[src/rtl/peak_pkg.sv]
`default_nettype none
// ============================================================================
//  Module   : peak_pkg
//  Purpose  : Shared types for the peak serializer: peak record, FSM state
//             encoding, per-record byte count and a byte-select helper.
//             TX_CSUM exists only when PEAK_SERIALIZE_CHECKSUM_EN is defined.
//  Revision : 1.0 - initial release
// ============================================================================
package peak_pkg;

  localparam int BYTES_PER_PEAK = 7;

  typedef struct packed {
    logic [23:0] freq;
    logic [15:0] phaseA;
    logic [15:0] phaseB;
  } peak_rec;

  typedef enum logic [2:0] {
    IDLE,
    FILL,
    TX_SYNC,
    TX_CNT,
    TX_DATA
`ifdef PEAK_SERIALIZE_CHECKSUM_EN
    , TX_CSUM
`endif
  } state_t;

  // Byte 'field' (0..6) of a record in wire order, MSB first per field
  function automatic logic [7:0] peak_byte(input peak_rec r, input logic [2:0] field);
    logic [7:0] b;
    b = 8'h00;
    case (field)
      3'd0:    b = r.freq[23:16];
      3'd1:    b = r.freq[15:8];
      3'd2:    b = r.freq[7:0];
      3'd3:    b = r.phaseA[15:8];
      3'd4:    b = r.phaseA[7:0];
      3'd5:    b = r.phaseB[15:8];
      3'd6:    b = r.phaseB[7:0];
      default: b = 8'h00;
    endcase
    return b;
  endfunction

endpackage
`default_nettype wire

[src/rtl/peak_frame_buf.sv]
`default_nettype none
// ============================================================================
//  Module   : peak_frame_buf
//  Purpose  : NPEAKS-deep register file of peak records. One synchronous
//             write port, one asynchronous indexed read port. Contents are
//             intentionally not reset.
//  Revision : 1.0 - initial release
// ============================================================================
module peak_frame_buf
  import peak_pkg::*;
#(
  parameter int NPEAKS = 4,
  parameter int IDX_W  = 2
) (
  input  logic             clk,
  input  logic             wr_en,
  input  logic [IDX_W-1:0] wr_idx,
  input  peak_rec          wr_data,
  input  logic [IDX_W-1:0] rd_idx,
  output peak_rec          rd_data
);

  peak_rec mem [NPEAKS];

  // Store one incoming record at its arrival slot
  always_ff @(posedge clk) begin
    if (wr_en) mem[wr_idx] <= wr_data;
  end

  assign rd_data = mem[rd_idx];

endmodule
`default_nettype wire

[src/rtl/peak_serialize.sv]
`default_nettype none
// ============================================================================
//  Module   : peak_serialize
//  Purpose  : Collects a frame of NPEAKS peak records and streams it out as
//             bytes: SYNC, NPEAKS, then 7 bytes per record. With macro
//             PEAK_SERIALIZE_CHECKSUM_EN a trailing checksum byte (negated
//             8-bit sum of all bytes after SYNC) is appended.
//  Revision : 1.0 - initial release
// ============================================================================
module peak_serialize
  import peak_pkg::*;
#(
  parameter int         NPEAKS = 4,
  parameter logic [7:0] SYNC   = 8'hA5
) (
  input  logic        clk,
  input  logic        reset,
  input  logic        sink_valid,
  input  logic        sink_sop,
  input  logic        sink_eop,
  input  logic [23:0] sink_freq,
  input  logic [15:0] sink_phaseA,
  input  logic [15:0] sink_phaseB,
  input  logic        source_ready,
  output logic        source_valid,
  output logic [7:0]  source_data,
  output logic        source_sop,
  output logic        source_eop,
  output logic        frame_drop
);

  localparam int IDX_W  = (NPEAKS > 1) ? $clog2(NPEAKS) : 1;
  localparam int BCNT_W = $clog2(BYTES_PER_PEAK * NPEAKS + 3);
  // Position of the last record byte in the frame (SYNC is position 0)
  localparam logic [BCNT_W-1:0] LAST_DATA = BCNT_W'(BYTES_PER_PEAK * NPEAKS + 1);
  localparam logic [BCNT_W-1:0] LAST_M1   = BCNT_W'(BYTES_PER_PEAK * NPEAKS);
  localparam logic [8:0]        NPEAKS_C  = 9'(NPEAKS);
  localparam logic [7:0]        NPEAKS_B  = 8'(NPEAKS);

  state_t            state;
  logic [8:0]        rec_cnt;
  logic [IDX_W-1:0]  nxt_rec;
  logic [2:0]        nxt_field;
  logic [BCNT_W-1:0] byte_cnt;
`ifdef PEAK_SERIALIZE_CHECKSUM_EN
  logic [7:0]        csum;
`endif

  peak_rec          wr_data;
  peak_rec          rd_data;
  logic             wr_en;
  logic [IDX_W-1:0] wr_idx;
  logic [7:0]       nxt_byte;
  logic             accept;
  logic             filling;
  logic             in_tx;
  logic             start_tx;
  logic             drop;

  assign filling  = (state == IDLE) || (state == FILL);
  assign in_tx    = !filling;
  assign accept   = source_valid && source_ready;
  assign wr_data  = '{freq: sink_freq, phaseA: sink_phaseA, phaseB: sink_phaseB};
  assign wr_idx   = sink_sop ? '0 : rec_cnt[IDX_W-1:0];
  // A sop always (re)starts at slot 0; continuation records only while room remains
  assign wr_en    = sink_valid &&
                    ((state == IDLE && sink_sop) ||
                     (state == FILL && (sink_sop || rec_cnt < NPEAKS_C)));

  // Frame completes on an eop that brings the count to exactly NPEAKS
  assign start_tx = sink_valid && sink_eop &&
                    ((filling && sink_sop && NPEAKS == 1) ||
                     (state == FILL && !sink_sop && rec_cnt == NPEAKS_C - 9'd1));

  // Discard conditions: sop during transmit, restart/overflow/short frame while filling
  assign drop = sink_valid &&
                ((in_tx && sink_sop) ||
                 (state == FILL && (sink_sop || rec_cnt == NPEAKS_C ||
                                    (sink_eop && rec_cnt != NPEAKS_C - 9'd1))) ||
                 (state == IDLE && sink_sop && sink_eop && NPEAKS != 1));

  assign nxt_byte = peak_byte(rd_data, nxt_field);

  peak_frame_buf #(
    .NPEAKS (NPEAKS),
    .IDX_W  (IDX_W)
  ) u_buf (
    .clk     (clk),
    .wr_en   (wr_en),
    .wr_idx  (wr_idx),
    .wr_data (wr_data),
    .rd_idx  (nxt_rec),
    .rd_data (rd_data)
  );

  // Frame collection / byte transmission FSM with registered outputs
  always_ff @(posedge clk) begin
    if (reset) begin
      state        <= IDLE;
      rec_cnt      <= '0;
      nxt_rec      <= '0;
      nxt_field    <= '0;
      byte_cnt     <= '0;
      source_valid <= 1'b0;
      source_data  <= 8'h00;
      source_sop   <= 1'b0;
      source_eop   <= 1'b0;
      frame_drop   <= 1'b0;
`ifdef PEAK_SERIALIZE_CHECKSUM_EN
      csum         <= 8'h00;
`endif
    end else begin
      frame_drop <= drop;
      case (state)
        IDLE, FILL: begin
          if (start_tx) begin
            state        <= TX_SYNC;
            rec_cnt      <= '0;
            nxt_rec      <= '0;
            nxt_field    <= '0;
            byte_cnt     <= '0;
            source_valid <= 1'b1;
            source_data  <= SYNC;
            source_sop   <= 1'b1;
            source_eop   <= 1'b0;
          end else if (sink_valid && sink_sop) begin
            state   <= sink_eop ? IDLE : FILL;
            rec_cnt <= sink_eop ? 9'd0 : 9'd1;
          end else if (sink_valid && state == FILL) begin
            if (drop) begin
              state   <= IDLE;
              rec_cnt <= '0;
            end else begin
              rec_cnt <= rec_cnt + 9'd1;
            end
          end
        end

        TX_SYNC: begin
          if (accept) begin
            state       <= TX_CNT;
            byte_cnt    <= byte_cnt + BCNT_W'(1);
            source_data <= NPEAKS_B;
            source_sop  <= 1'b0;
`ifdef PEAK_SERIALIZE_CHECKSUM_EN
            csum        <= NPEAKS_B;
`endif
          end
        end

        TX_CNT, TX_DATA: begin
          if (accept) begin
            byte_cnt <= byte_cnt + BCNT_W'(1);
            if (state == TX_DATA && byte_cnt == LAST_DATA) begin
`ifdef PEAK_SERIALIZE_CHECKSUM_EN
              state       <= TX_CSUM;
              source_data <= -csum;
              source_eop  <= 1'b1;
`else
              state        <= IDLE;
              source_valid <= 1'b0;
              source_data  <= 8'h00;
              source_eop   <= 1'b0;
`endif
            end else begin
              state       <= TX_DATA;
              source_data <= nxt_byte;
`ifdef PEAK_SERIALIZE_CHECKSUM_EN
              csum        <= csum + nxt_byte;
`else
              source_eop  <= (byte_cnt == LAST_M1);
`endif
              if (nxt_field == 3'd6) begin
                nxt_field <= 3'd0;
                nxt_rec   <= nxt_rec + IDX_W'(1);
              end else begin
                nxt_field <= nxt_field + 3'd1;
              end
            end
          end
        end

`ifdef PEAK_SERIALIZE_CHECKSUM_EN
        TX_CSUM: begin
          if (accept) begin
            state        <= IDLE;
            source_valid <= 1'b0;
            source_data  <= 8'h00;
            source_eop   <= 1'b0;
          end
        end
`endif

        default: state <= IDLE;
      endcase
    end
  end

endmodule
`default_nettype wire

[config.mk]
export PLATFORM = sky130hd
export DESIGN_NAME = peak_serialize
export DESIGN_NICKNAME = d
export VERILOG_FILES = /design/src/rtl/peak_pkg.sv /design/src/rtl/peak_frame_buf.sv /design/src/rtl/peak_serialize.sv
export SDC_FILE = /design/constraint.sdc
export NUM_CORES = 1
export LEC_CHECK = 0
export CORE_UTILIZATION = 61
export CTS_BUF_LIST = sky130_fd_sc_hd__clkbuf_4 sky130_fd_sc_hd__clkbuf_8
export DETAILED_ROUTE_END_ITERATION = 16
export HOLD_SLACK_MARGIN = 0.1
export PLACE_DENSITY_LB_ADDON = 0.05
export SLEW_MARGIN = 20
export SYNTH_ARGS = -nofsm -noshare
export SYNTH_HDL_FRONTEND = slang
export SYNTH_SLANG_ARGS = --single-unit
[constraint.sdc]
create_clock -name clk -period 6.65 [get_ports clk]
set_input_delay 0.9975 -clock clk [delete_from_list [all_inputs] [get_ports clk]]
set_output_delay 0.9975 -clock clk [all_outputs]
set_load 0.02 [all_outputs]
After elaboration in Yosys (flattened, before gate mapping)
Memories as Yosys holds them, arrays and structs flattened. A register that Yosys moved wholly into a read port is not among the register bits.
Index checks and enable logic that the tools add are counted.
{"block": "op_classes", "addsub": 4, "mul": 0, "div_mod_pow": 0, "n_lt_le_gt_ge": 1, "n_eq_ne": 24, "shifts": 0, "muxes": 48, "bitwise": 0, "reduce_logical": 44}
{"operator": "8-bit case mux with 7 select lines", "count": 1}
{"operator": "9-bit 2-to-1 mux", "count": 4}
{"operator": "3-bit 2-to-1 mux", "count": 11}
{"operator": "8-bit 2-to-1 mux", "count": 4}
{"operator": "8-bit case mux with 3 select lines", "count": 1}
{"operator": "1-bit logical AND", "count": 16}
{"operator": "4-bit AND reduction", "count": 4}
{"operator": "2-bit 2-to-1 mux", "count": 7}
{"operator": "3-bit by 2-bit == test with 1-bit output (second input constant)", "count": 4}
{"operator": "3-bit == test (second input constant)", "count": 4}
{"operator": "2-bit inequality test (second input constant)", "count": 6}
{"operator": "1-bit 2-to-1 mux", "count": 11}
{"operator": "5-bit == test (second input constant)", "count": 2}
{"operator": "5-bit 2-to-1 mux", "count": 2}
{"operator": "5-bit case mux with 2 select lines", "count": 1}
{"operator": "9-bit by 1-bit adder with 9-bit output (second input constant)", "count": 1}
{"operator": "9-bit by 2-bit == test with 1-bit output (second input constant)", "count": 1}
{"operator": "9-bit by 3-bit == test with 1-bit output (second input constant)", "count": 1}
{"operator": "9-bit by 3-bit < comparator with 1-bit output (second input constant)", "count": 1}
{"operator": "9-bit by 2-bit inequality test with 1-bit output (second input constant)", "count": 1}
{"operator": "3-bit case mux with 3 select lines", "count": 1}
{"operator": "3-bit AND reduction", "count": 3}
{"operator": "4-bit inequality test (second input constant)", "count": 2}
{"operator": "1-bit logical OR", "count": 7}
{"operator": "other kinds (16)", "count": 25}
{"block": "word_totals", "ff_bits": 34, "latch_bits": 0, "mem_bits_rw": 224, "rom_bits": 0, "elab_cells": 132, "mem_count": 1}
{"name": "u_buf.mem", "words": 4, "word_bits": 56, "rd": 1, "rd_clocked_by_memory_dff": 1, "wr": 1, "line_no": "peak_frame_buf.sv:23", "source": "peak_rec mem [NPEAKS];"}

Depth between registers and ports, before layout
{"block": "depth", "ltp_word": 12, "depth_mapped": 10}

Hierarchy
Synthesis repeated with hierarchy kept, for this count alone.
{"block": "hier_totals", "hier_cells": 590, "hier_area_um2": 10522.6}
{"mod": "peak_frame_buf", "n_inst": 1, "cells_each": 296, "area_per_inst_um2": 8146.6, "seq_area_each_um2": 6726.5}
{"mod": "peak_serialize", "n_inst": 1, "cells_each": 294, "area_per_inst_um2": 2376.0, "seq_area_each_um2": 680.7}

Worst setup path before layout
OpenSTA, ideal clock, no wires.
{"block": "synth_timing", "path_kind": "input port to flip-flop", "startpoint": "input sink_valid", "endpoint": "memory u_buf.mem[2][0] in the netlist's numbering, enable pin", "arrival_ns": 5.565, "setup_slack_ns": 0.545, "path_stages": 3, "path_buffers": 0, "path_cell_list": "or3b_4 -> or3_1 -> nor3_1"}
{"block": "synth_between", "elab_chain_cells": 3}
{"item": "start, declared", "line_no": "peak_serialize.sv:18", "source": "input logic sink_valid,"}
{"item": "1-bit logical AND", "line_no": "peak_serialize.sv:66", "source": "assign wr_en = sink_valid &&"}
{"item": "1-bit 2-to-1 mux", "line_no": "peak_frame_buf.sv:27", "source": "if (wr_en) mem[wr_idx] <= wr_data;"}
{"item": "1-bit 2-to-1 mux (not written as such)", "line_no": "peak_frame_buf.sv:27"}
{"item": "end, declared", "line_no": "peak_frame_buf.sv:23"}
No other way between the ends.

Final worst setup path
{"block": "layout_timing", "startpoint": "input sink_valid", "endpoint": "memory u_buf.mem[2][54] in the netlist's numbering, enable pin"}
The elaborated chain is that of the path after synthesis.

==> out/metrics.cfg <==
[outcome]
run_status = complete, no violations

[timing]
period_needed_ps = 3420
rsz0062_at_grt = no
worst_pin_slew_ps = 978
hold_viol_final = 0
fin_skew_ps = 28.1
finalMaxSlewViolations = 0
slew_headroom_pct = 34.6
timing.fmax_ghz = 0.293
setup_viol_count_final = 0
period_share_pct = 51.4
fin_setup_tns_ps = 0

[pwr]
sw_frac_of_total_pct = 19.8
comb_power_share_pct = 3.4
power_density_nw_per_um2 = 268
power.static_leakage_uw = 0.00395
peakVddDrop_mv = 0.232
power_frac_seq_pct = 54.4
internal_power_uw = 2660
power.switching_uw = 655
pwr-share-clk_pct = 42.2

[finish]
final_layout_size_suffix_gt1_share_pct = 20.2
n_antenna_cell = 0
fin_util_pct = 73.8
fin_nets = 781
area_growth_pct = 16.7

[route]
drc = 0
viasPerCell = 6.08
drt_iter0_markers = 390
wl_per_cell_um = 21.4
drtAntennaViolNets = 0
routed_wl_um = 20700
dr.pass1.iters = 5
vias = 5873

[synthesis]
synth_edf_count = 224
ys.flop_type = edfxtp_1
async_flop_share_pct = 0
ys_ff_latch = 260
syn-num-nets = 686
yosys.area_share.simple_pct = 7.92
yosysWarnings = 0
synth_compound_area_share_pct = 5.78
synthesis.instances = 618
synth_fa_ha_area_share_pct = 0.709
synthMuxAreaShare_pct = 12.4
synth_xor_area_share_pct = 0.744
synth_area_um2 = 10600
synth_area_per_cell_um2 = 17.1
synth_top_family_by_area = multiplexers
synth_cell_types = 72
ys_seq_area_share_pct = 70.3

[critical_path]
worstPathArrival_ps = 3600
startpoint_type = input port
criticalPathCategory = input port to register
required_ps = 6830
critPathMaxStageDelay_ps = 640
path_cells = clkdlybuf4s50_1, or3b_4, or3_1, nor3_4, buf_4
cp_max_fo = 24
startpoint = sink_valid
end_kind = register
worst_path_dominant_cell_family = simple AND/OR/NAND/NOR gates
worstReg2RegStart = rec_cnt[6]
crit_buf_inv = 2
cp_slowest_cell = nor3_4

[hold_path]
min_from = source_data[4]
hold_class = register to register

[floorplan]
die_area_um2 = 17900
fp.dieH_um = 134
core_area_um2 = 16800
floorplan.initialDensity_pct = 63.2
pin_count = 74
placementRows = 47
fp.dieW_um = 134

[clock_network]
htreeDepth = 2
cts-resized-gates = 0
cts-hold-fix-buffers = 0
insertion_delay_ps = 540
cts_made_buffers = 41
clk_pin_slew_ps = 60
cts.sinks = 260
root_buffer = clkbuf_8
clock_path_buffers = 3
cts_tree = done
post_cts_buffers = 0

[grt]
grt_antenna_before_repair = 1
grt_max_degree = 57
grt_pass1_vias = 6266
grt_pass1_wl_um = 33000
grt.total_usage_pct = 24.5
grt-ovfl-total = 0

[job]
maxCapViolCount = 0

[placed_design]
numPortBuffers = 73
gp_congestion = 0.813
post-dp-hpwl_um = 12600

[cells in the final DEF (no fill, tap or decap), types with 3 or more instances in the layout]
cell / n
a211oi_1: 5
a21o_1: 4
a21oi_1: 20
a22oi_1: 9
buf_4: 7
bufinv_16: 3
clkbuf_4: 14
clkbuf_8: 44
clkdlybuf4s50_1: 73
clkinv_1: 11
clkinv_2: 4
dfxtp_1: 34
edfxtp_1: 224
ha_1: 6
inv_1: 9
mux2_2: 4
mux2i_1: 12
mux4_2: 51
nand2_1: 37
nand2b_1: 8
nand3_1: 19
nand4_1: 4
nor2_1: 39
nor2b_1: 3
nor3_1: 9
nor3b_1: 3
o21ai_0: 9
o21bai_1: 3
o2bb2ai_1: 5
xnor2_1: 3
xor2_1: 6
[synthesized netlist by cell type, types with 2 or more instances]
| cell | count | area (µm²) |
|---|---|---|
| or3_1 | 2 | 12.5 |
| xnor2_1 | 3 | 26.3 |
| nand3b_1 | 2 | 15.0 |
| mux2i_1 | 12 | 120 |
| buf_2 | 7 | 35.0 |
| and3b_1 | 2 | 17.5 |
| buf_6 | 5 | 56.3 |
| ha_1 | 6 | 75.1 |
| nand3_1 | 19 | 95.1 |
| nor2_1 | 40 | 150 |
| and4bb_2 | 2 | 25.0 |
| xor2_1 | 6 | 52.6 |
| nand2_1 | 37 | 139 |
| o2111ai_1 | 2 | 17.5 |
| o21bai_1 | 3 | 22.5 |
| buf_4 | 8 | 60.1 |
| nor4_1 | 2 | 12.5 |
| a221oi_1 | 2 | 17.5 |
| a32oi_1 | 2 | 17.5 |
| nand4_1 | 4 | 25.0 |
| a211oi_1 | 5 | 37.5 |
| a31oi_1 | 2 | 12.5 |
| a21o_1 | 4 | 30.0 |
| nor2b_1 | 3 | 18.8 |
| nand4b_1 | 2 | 17.5 |
| a22oi_1 | 9 | 67.6 |
| and2_1 | 2 | 12.5 |
| edfxtp_1 | 224 | 6730 |
| a211oi_2 | 2 | 25.0 |
| o21ai_0 | 9 | 45.0 |
| a21boi_0 | 2 | 15.0 |
| clkbuf_1 | 6 | 22.5 |
| o2bb2ai_1 | 5 | 43.8 |
| nor3_1 | 12 | 60.1 |
| dfxtp_1 | 36 | 721 |
| mux4_2 | 51 | 1150 |
| nor3b_1 | 3 | 22.5 |
| nand2b_1 | 8 | 50.1 |
| nor4_2 | 2 | 25.0 |
| mux2_2 | 4 | 45.0 |
| o211ai_1 | 2 | 15.0 |
| and3_1 | 2 | 12.5 |
| inv_1 | 9 | 33.8 |
| a21oi_1 | 20 | 100 |
[final timing paths]
| path | to | slack [ps] | cells after the start |
|---|---|---|---|
| worst min register to register | source_data[4] | 500 | 1 |
| worst min-delay path | source_data[4] | 500 | 1 |
| worst max-delay path | u_buf.mem[2][54] | 3230 | 5 |
| worst max register to register | u_buf.mem[2][54] | 3630 | 5 |
[metrics by stage]
| step | power [µW] | setup WS [ps] | area [µm²] | cells | hold slack, ps |
|---|---|---|---|---|---|
| 2_1_floorplan | 1880 | 545 | 10600 | 618 | 458 |
| 3_3_place_gp | 1940 | 2420 | 11500 | 890 | 479 |
| 3_5_place_dp | 1950 | 2720 | 11500 | 890 | 491 |
| 4_1_cts | 3340 | 3270 | 12400 | 966 | 503 |
| 5_1_grt | 3420 | 3140 | 12400 | 966 | 528 |
| 6_report | 3310 | 3230 | 12400 | 966 | 502 |
[power by group through the flow]
stage / Combinational [µW] / Sequential, µW / Clock [µW]
6_report: 111 / 1800 / 1400
5_1_grt: 120 / 1800 / 1500
4_1_cts: 112 / 1800 / 1430
3_5_place_dp: 112 / 1840 / 0
3_3_place_gp: 108 / 1830 / 0
2_1_floorplan: 43.4 / 1840 / 0
[per-layer routing]
metal  vias up  GRT usage (%)  wire length [µm]
li1       2679              -                 -
met1      2968           32.3              8750
met2       190           41.2             10400
met3        34           5.10              1130
met4         2           7.77               358
met5         -              0                13
[registers in the layout, indices dropped and copies added (netlist names), named ones only]
register      flops
source_eop        1
nxt_field         3
state             3
rec_cnt           9
u_buf.mem       224
source_valid      1
nxt_rec           2
byte_cnt          5
source_data       8
frame_drop        1
source_sop        1
[area by class of cell]
| type | instances | area [µm²] |
|---|---|---|
| flip-flops and latches | 260 | 7450 |
| fillers | 1035 | 4400 |
| multi-input cells | 320 | 2950 |
| repair buffers | 80 | 783 |
| clock buffers | 58 | 711 |
| well taps | 220 | 275 |
| clock inverters | 18 | 155 |
| inverters | 10 | 37.5 |
[worst register-to-register path, delay by kind of cell, from the launching register on]
family                 cells  cell delay [ps]
flip-flops                 1              370
AND/OR/NAND/NOR            4             1790
buffers and inverters      1              490
[cell families after synthesis]
family                   after synthesis
XOR/XNOR                               9
adder cells (fa/ha/maj)                6
flip-flops                           260
AO/OA/AOI/OAI                         83
multiplexers                          67
buffers and inverters                 38
AND/OR/NAND/NOR                      155
Power figures use the tool's default switching activity.
